## src/rtl/instr_cycle_ctrl.sv

```systemverilog
// Instruction-cycle controller: owns the 4-bit sequence counter (SC) and its
// one-hot timing decode. It steps through fetch (T0-T2), decode/indirect (T3),
// execute (T4-T6) and, optionally, an interrupt cycle (RT0-RT2). It drives the
// datapath strobes, and it stalls any memory step until mem_ack is seen.
// Optional feature: define IRQ_EN to enable the interrupt cycle; without it
// irq is unused and r_cyc/int_ack stay 0.
module instr_cycle_ctrl (
  input  logic        clk,
  input  logic        res,
  input  logic        start,
  input  logic [2:0]  ir_op,
  input  logic        ir_i,
  input  logic        hlt,
  input  logic        mem_ack,
  input  logic        irq,
  output logic [15:0] t,
  output logic [7:0]  d,
  output logic        ar_ld,
  output logic        ir_ld,
  output logic        pc_inc,
  output logic        exe,
  output logic        mem_rd,
  output logic        mem_wr,
  output logic        r_cyc,
  output logic        int_ack,
  output logic        halted
);

  typedef enum logic [1:0] {
    PH_HALT = 2'd0,
    PH_RUN  = 2'd1,
    PH_INT  = 2'd2
  } phase_e;

  phase_e      phase_q, phase_d;
  logic [3:0]  sc_q, sc_d;
  logic [7:0]  d_q, d_d;
  logic        ind_q, ind_d;
  logic        clear_c;
  logic        irq_take;

`ifdef IRQ_EN
  assign irq_take = irq;
  assign r_cyc    = (phase_q == PH_INT);
`else
  logic unused_irq;
  assign unused_irq = irq;
  assign irq_take   = 1'b0;
  assign r_cyc      = 1'b0;
`endif

  assign halted = (phase_q == PH_HALT);
  assign d      = d_q;
  assign t      = halted ? 16'h0000 : (16'h0001 << sc_q);

  // State register: phase, sequence counter, latched opcode decode and I bit.
  always_ff @(posedge clk) begin
    // NOTE: sequential state uses non-blocking assignments only, so every
    // register samples the same pre-edge values regardless of statement order.
    if (res) begin
      phase_q <= PH_HALT;
      sc_q    <= 4'd0;
      d_q     <= 8'h00;
      ind_q   <= 1'b0;
    end else begin
      phase_q <= phase_d;
      sc_q    <= sc_d;
      d_q     <= d_d;
      ind_q   <= ind_d;
    end
  end

  // Next-state and strobe decode from phase/SC, qualified by mem_ack on memory steps.
  always_comb begin
    // NOTE: every signal written here gets a default first; a path that skipped
    // an assignment would otherwise infer a latch.
    phase_d = phase_q;
    sc_d    = sc_q;
    d_d     = d_q;
    ind_d   = ind_q;
    clear_c = 1'b0;
    ar_ld   = 1'b0;
    ir_ld   = 1'b0;
    pc_inc  = 1'b0;
    exe     = 1'b0;
    mem_rd  = 1'b0;
    mem_wr  = 1'b0;
    int_ack = 1'b0;

    case (phase_q)
      PH_HALT: begin
        if (start) begin
          phase_d = PH_RUN;
          sc_d    = 4'd0;
        end
      end

      PH_RUN: begin
        case (sc_q)
          4'd0: begin
            ar_ld = 1'b1;
            sc_d  = 4'd1;
          end
          4'd1: begin
            mem_rd = 1'b1;
            if (mem_ack) begin
              ir_ld  = 1'b1;
              pc_inc = 1'b1;
              sc_d   = 4'd2;
            end
          end
          4'd2: begin
            ar_ld = 1'b1;
            d_d   = 8'h01 << ir_op;
            ind_d = ir_i;
            sc_d  = 4'd3;
          end
          4'd3: begin
            if (d_q[7]) begin
              // Register-reference: the whole instruction executes here.
              exe = 1'b1;
              if (!ind_q && hlt) begin
                phase_d = PH_HALT;
                sc_d    = 4'd0;
              end else begin
                clear_c = 1'b1;
              end
            end else if (ind_q) begin
              // Indirect: fetch the effective address.
              mem_rd = 1'b1;
              if (mem_ack) begin
                ar_ld = 1'b1;
                sc_d  = 4'd4;
              end
            end else begin
              sc_d = 4'd4;
            end
          end
          4'd4: begin
            exe = 1'b1;
            if (d_q[4]) begin
              clear_c = 1'b1;                       // BUN
            end else if (d_q[3] || d_q[5]) begin
              mem_wr = 1'b1;                        // STA / BSA
              if (mem_ack) begin
                if (d_q[3]) clear_c = 1'b1;
                else        sc_d    = 4'd5;
              end
            end else begin
              mem_rd = 1'b1;                        // AND/ADD/LDA/ISZ
              if (mem_ack) sc_d = 4'd5;
            end
          end
          4'd5: begin
            exe = 1'b1;
            if (d_q[6]) sc_d    = 4'd6;
            else        clear_c = 1'b1;
          end
          4'd6: begin
            exe    = 1'b1;                          // ISZ write-back
            mem_wr = 1'b1;
            if (mem_ack) clear_c = 1'b1;
          end
          default: clear_c = 1'b1;                  // unreachable SC values recover
        endcase
      end

`ifdef IRQ_EN
      PH_INT: begin
        case (sc_q)
          4'd0: begin
            ar_ld = 1'b1;
            sc_d  = 4'd1;
          end
          4'd1: begin
            mem_wr = 1'b1;                          // save return address
            if (mem_ack) sc_d = 4'd2;
          end
          4'd2: begin
            pc_inc  = 1'b1;
            int_ack = 1'b1;
            phase_d = PH_RUN;
            sc_d    = 4'd0;
          end
          default: begin
            phase_d = PH_RUN;
            sc_d    = 4'd0;
          end
        endcase
      end
`endif

      default: begin
        phase_d = PH_HALT;
        sc_d    = 4'd0;
      end
    endcase

    // End of instruction: restart the fetch, or divert into the interrupt cycle.
    if (clear_c) begin
      sc_d = 4'd0;
      if (irq_take) phase_d = PH_INT;
    end
  end

endmodule
```

## config.mk

```make
export PLATFORM = sky130hd
export DESIGN_NAME = instr_cycle_ctrl
export DESIGN_NICKNAME = d
export VERILOG_FILES = /design/src/rtl/instr_cycle_ctrl.sv
export SDC_FILE = /design/constraint.sdc
export NUM_CORES = 1
export LEC_CHECK = 0
export CORE_MARGIN = 4
export CORE_UTILIZATION = 45
export CTS_CLUSTER_SIZE = 8
export DETAILED_ROUTE_END_ITERATION = 10
export PLACE_DENSITY = 0.84
export SLEW_MARGIN = 20
export SYNTH_ARGS = -nofsm -noshare
export SYNTH_HDL_FRONTEND = slang
export SYNTH_SLANG_ARGS = --single-unit
```

## constraint.sdc

```tcl
create_clock -name clk -period 3.6 [get_ports clk]
set_input_delay 0.72 -clock clk [delete_from_list [all_inputs] [get_ports clk]]
set_output_delay 0.72 -clock clk [all_outputs]
set_load 0.005 [all_outputs]
```

# --- Word level (Yosys, flattened, before mapping) ---
# Cells that the tools add are included.
totals:
  reg_bits: 15
  inputBits: 10
  out_inout_bits: 33
  word_cells: 86
classes:
  n_eq_ne: 19
  n_shift: 2
  n_mux: 49
  n_reduce_logical: 12
ops:
  columns: ["op", "n"]
  rows:
  - ["4-bit two-way mux", 12]
  - ["1-bit two-way mux", 24]
  - ["4-bit case mux with 6 select lines", 1]
  - ["16-bit two-way mux", 1]
  - ["1-bit by 4-bit left shift with 16-bit output (first input constant)", 1]
  - ["4-bit by 3-bit == test with 1-bit output (second input constant)", 3]
  - ["3-bit inequality test (second input constant)", 4]
  - ["9-bit AND reduction", 1]
  - ["4-bit by 2-bit == test with 1-bit output (second input constant)", 2]
  - ["2-bit two-way mux", 4]
  - ["4-bit inequality test (second input constant)", 2]
  - ["4-bit case mux with 2 select lines", 1]
  - ["1-bit by 3-bit left shift with 8-bit output (first input constant)", 1]
  - ["7-bit by 1-bit inequality test with 1-bit output (second input constant)", 1]
  - ["2-bit inequality test (second input constant)", 3]
  - ["1-bit case mux with 2 select lines", 3]
  - ["3-bit OR reduction", 2]
  - ["5-bit inequality test (second input constant)", 1]
  - ["1-bit case mux with 5 select lines", 1]
  - ["4-bit by 1-bit == test with 1-bit output (second input constant)", 1]
  - ["4-bit zero test", 1]
  - ["2-bit case mux with 2 select lines", 1]
  - ["4-bit AND reduction", 1]
  - ["2-bit OR reduction", 2]
  - ["8 further kinds", 8]

# --- Longest topological paths before layout ---
# Gate-level depths: netlist (run 1).
depth:
  word_depth: 7
  ltp_mapped: 8
  mapped_depth_nobuf: 7

# --- Least setup slack after synthesis (run 1) ---
# No wires, ideal clock.
synth_timing:
  path_kind: "input-to-output"
  start: "input port mem_ack"
  end: "output port ar_ld"
  arrival_ns: 1.346
  setup_slack_ns: 1.534
  cell_stages: 3
  n_path_buf: 0
  cell_sequence: "inv_1 > or3_1 > a211oi_1"
synth_between:
  elab_chain_cells: 5
synth_rtl:
  columns: ["element", "line", "source"]
  rows:
  - ["start, declared", "14", "input logic mem_ack,"]
  - ["1-bit two-way mux", "131", "if (mem_ack) begin"]
  - ["1-bit two-way mux", "128", "end else if (ind_q) begin"]
  - ["1-bit two-way mux", "119", "if (d_q[7]) begin"]
  - ["1-bit case mux with 2 select lines", "99", "case (sc_q)"]
  - ["1-bit two-way mux", "90", "case (phase_q)"]
  - ["end, declared", "18", "output logic ar_ld,"]
# No other way between the ends.

# --- Final worst setup path (run 1) ---
# Ends and elaborated chain as after synthesis.

==> results of run 1 <==
## power groups by stage
stage	clock network, mW	logic [mW]	registers [mW]
floorplan	0	0.0434	0.150
global placement	0	0.0496	0.154
detailed placement	0	0.0507	0.155
CTS	0.0874	0.0508	0.151
global route	0.100	0.0554	0.152
finish	0.0846	0.0509	0.151
## worst min-delay path, stage by stage, from the launching register on
cell	delay [ns]
sky130_fd_sc_hd__dfxtp_1	0.31
sky130_fd_sc_hd__nand2_1	0.05
sky130_fd_sc_hd__a21oi_1	0.05
## routing by layer
metal	wire, um	GRT usage (%)	vias up
met5	0	0	-
met4	14	6.10	0
li1	-	-	507
met2	1180	23.8	28
met3	129	3.45	2
met1	1030	17.2	457
## final timing paths
kind / startpoint / to / slack (ns) / cells after the start
setup / recovery: mem_ack / ar_ld / 0.37 / 5
hold / removal: d[2]$_SDFFE_PP0P_ / d[2]$_SDFFE_PP0P_ / 0.47 / 2
setup reg to reg: sc_q[1]$_SDFFE_PP0P_ / sc_q[0]$_SDFFE_PP0P_ / 1.69 / 6
hold reg to reg: d[2]$_SDFFE_PP0P_ / d[2]$_SDFFE_PP0P_ / 0.47 / 2
## flip-flops by register name, indices dropped and copies added, names as in the netlist
signal,flops
sc_q,3
ind_q,1
d,8
phase_q,1
## logic make-up (layout without fill, tap and decap cells)
family                     after synthesis  count (layout)  synth area share, %
and+or+nand+nor                         59              59                 31.5
AOI/OAI and AO/OA                       32              32                 23.2
buffers and inverters                   27              42                 16.0
DFF                                     13              13                 24.6
adders and majority gates                2               2                 2.37
muxes                                    2               2                 2.01
other                                    1              10                0.355
## placed cells by master, fill, tap and decap left out, types with 3 or more instances in the layout
master                            instances
sky130_fd_sc_hd__a21oi_1                 16
sky130_fd_sc_hd__conb_1                  10
sky130_fd_sc_hd__dfxtp_1                 13
sky130_fd_sc_hd__nor2_1                  18
sky130_fd_sc_hd__inv_1                    5
sky130_fd_sc_hd__clkdlybuf4s50_1         31
sky130_fd_sc_hd__clkbuf_4                 3
sky130_fd_sc_hd__nand2_1                 10
sky130_fd_sc_hd__nand2b_1                 7
sky130_fd_sc_hd__nor3b_1                  3
sky130_fd_sc_hd__nor3_1                   5
## cell type report
| type | count | area share (%) |
|---|---|---|
| clock buffer | 4 | 1.98 |
| inverter | 6 | 1.70 |
| multi-input combinational | 105 | 50.0 |
| sequential | 13 | 19.7 |
| tap | 28 | 2.65 |
| timing repair buffer | 32 | 24.0 |
## per-stage QoR
step	area (um2)	power [mW]	hold slack [ns]	utilization, %
after floorplan	1090	0.193	0.448	-
after global placement	1300	0.204	0.444	58.1
after detailed placement	1300	0.205	0.464	58.1
after CTS	1320	0.289	0.475	59.3
after global routing	1320	0.308	0.485	59.3
final	1320	0.287	0.470	59.3
==> results.sh, run 1 <==
export IMPL_status="complete, no violations"
export IMPL_routed_via_count=994
export IMPL_cellPowerDensity_nw_per_um2=217
export IMPL_synthTopCellsByCount="sky130_fd_sc_hd__nor2_1, sky130_fd_sc_hd__a21oi_1, sky130_fd_sc_hd__buf_4, sky130_fd_sc_hd__dfxtp_1, sky130_fd_sc_hd__nand2_1"
export IMPL_cts_buffers_inserted=3
export IMPL_width_of_the_die_um=56.5
export IMPL_overall_die_area_um2=3190
export IMPL_critPathBufInv=3
export IMPL_placement_setup_worst_slack_ns=0.358
export IMPL_post_cts_resized=0
export IMPL_power_leakage_nw=0.455
export IMPL_path_class="in2out"
export IMPL_die_h_um=56.5
export IMPL_crit_path_top_delay_cell="sky130_fd_sc_hd__clkdlybuf4s50_1"
export IMPL_maximum_number_of_buffers_from_clock_root_to_sink=2
export IMPL_place_hpwl_mm=1.86
export IMPL_yosysTopAreaCellShare_pct=24.6
export IMPL_route_detailed_vias_per_inst=5.29
export IMPL_syn_instance_count=136
export IMPL_grt_pass1_wl_mm=3.73
export IMPL_syn_area_per_cell_um2=7.77
export IMPL_root_buffer_cell="sky130_fd_sc_hd__clkbuf_4"
export IMPL_dp_cells=184
export IMPL_initial_core_util_pct=47.3
export IMPL_final_layout_size_suffix_gt1_share_pct=9.38
export IMPL_path_clk_slew_ns=0.07
export IMPL_final_critical_delay_including_setup_and_external_delays_ns=3.23
export IMPL_leading_cell_types_by_total_area_after_synthesis="sky130_fd_sc_hd__dfxtp_1, sky130_fd_sc_hd__buf_4, sky130_fd_sc_hd__a21oi_1, sky130_fd_sc_hd__nor2_1, sky130_fd_sc_hd__a2111oi_4"
export IMPL_post_synth_top_count_cell="sky130_fd_sc_hd__nor2_1"
export IMPL_max_freq_mhz=309
export IMPL_tritoncts_num_sinks=13
export IMPL_startpoint_type="input port"
export IMPL_grt_setup_unrepaired="no"
export IMPL_clock_tree_from_tritoncts="done"
export IMPL_required_ns=2.88
export IMPL_gpl_final_weighted_congestion=0.871
export IMPL_detailedRoute_firstPassIterationCount=4
export IMPL_multiInputGateArea_um2=662
export IMPL_power_share_combinational_pct=17.8
export IMPL_finalWorstSetupSlack_ns=0.369
export IMPL_worstPathCellList="clkdlybuf4s50_1 -> inv_1 -> or3_1 -> a211oi_1 -> clkdlybuf4s50_1"
export IMPL_cp_top_family="buffers and inverters"
export IMPL_synth_enable_flop_cells=0
export IMPL_layoutNonFillerInstCount=188
export IMPL_arrival_ns=2.51
export IMPL_synth_seq_cells=13
export IMPL_grt_antenna_before_repair=0
export IMPL_pwr_share_seq_pct=52.7
export IMPL_grt_start_max_net_pins=17
export IMPL_synth_seq_area_share_pct=24.6
export IMPL_gr_usage_all_layers_pct=14.3
export IMPL_postRouteWirelength_mm=2.36
export IMPL_port_buffers=31
export IMPL_ffs_w_async_s_r_synth_pct=0
export IMPL_yosys_cell_types_count=42
export IMPL_std_cell_rows=17
export IMPL_clock_latency_ns=0.27
export IMPL_detail_route_drc_violations=0
export IMPL_total_global_routing_overflow=0
export IMPL_critical_path_s_most_frequent_cell="sky130_fd_sc_hd__clkdlybuf4s50_1"
export IMPL_synth_top_area_cell="sky130_fd_sc_hd__dfxtp_1"
export IMPL_diodes=0
export IMPL_worst_clock_skew_ns=0.00493
export IMPL_first_global_vias=867
export IMPL_postCtsHoldBufs=0
export IMPL_total_switching_power_mw=0.0730
export IMPL_post_cts_repair_setup_buffers=0
export IMPL_htree_levels=1
export IMPL_p_int_mw=0.214
export IMPL_worst_hold_path_type="reg2reg"
export IMPL_final_max_slew_viol_count=0
export IMPL_final_setup_violation_count=0
export IMPL_setup_total_negative_slack_ns=0
export IMPL_finish_net_count=173
export IMPL_switching_share_pct=25.5
export IMPL_syn_area_um2=1060
export IMPL_area_growth_synth_to_final_pct=25.2
export IMPL_path_max_fanout=4
export IMPL_cap_violations=0
export IMPL_routed_wire_length_per_instance_um=12.6
export IMPL_ys_flop_type="sky130_fd_sc_hd__dfxtp_1"
export IMPL_register_area_um2=260
export IMPL_ys_warn_count=0
export IMPL_cp_slowest_stage_delay_ns=0.56
export IMPL_final_worst_path_period_share_pct=89.8
export IMPL_ant_nets=0
export IMPL_io_pins=43
export IMPL_worst_setup_end_kind="output pin"
export IMPL_drt_initial_drc_count=11
export IMPL_hold_viol=0
export IMPL_final_fill_count=209
export IMPL_pwr_share_clk_pct=29.5
export IMPL_design_core_area_um2=2230
export IMPL_worst_ir_drop_vdd_uv=240
Power figures use the tool's default switching activity.
==> run 2: changes to the inputs <==
--- a/config.mk
+++ b/config.mk
@@ -10,7 +10,7 @@
 export CTS_CLUSTER_SIZE = 8
 export DETAILED_ROUTE_END_ITERATION = 10
 export PLACE_DENSITY = 0.84
-export SLEW_MARGIN = 20
 export SYNTH_ARGS = -nofsm -noshare
 export SYNTH_HDL_FRONTEND = slang
 export SYNTH_SLANG_ARGS = --single-unit
+export TNS_END_PERCENT = 50
==> results of run 2 <==
No change in the layout: final DEF, timing and power equal those of run 1.
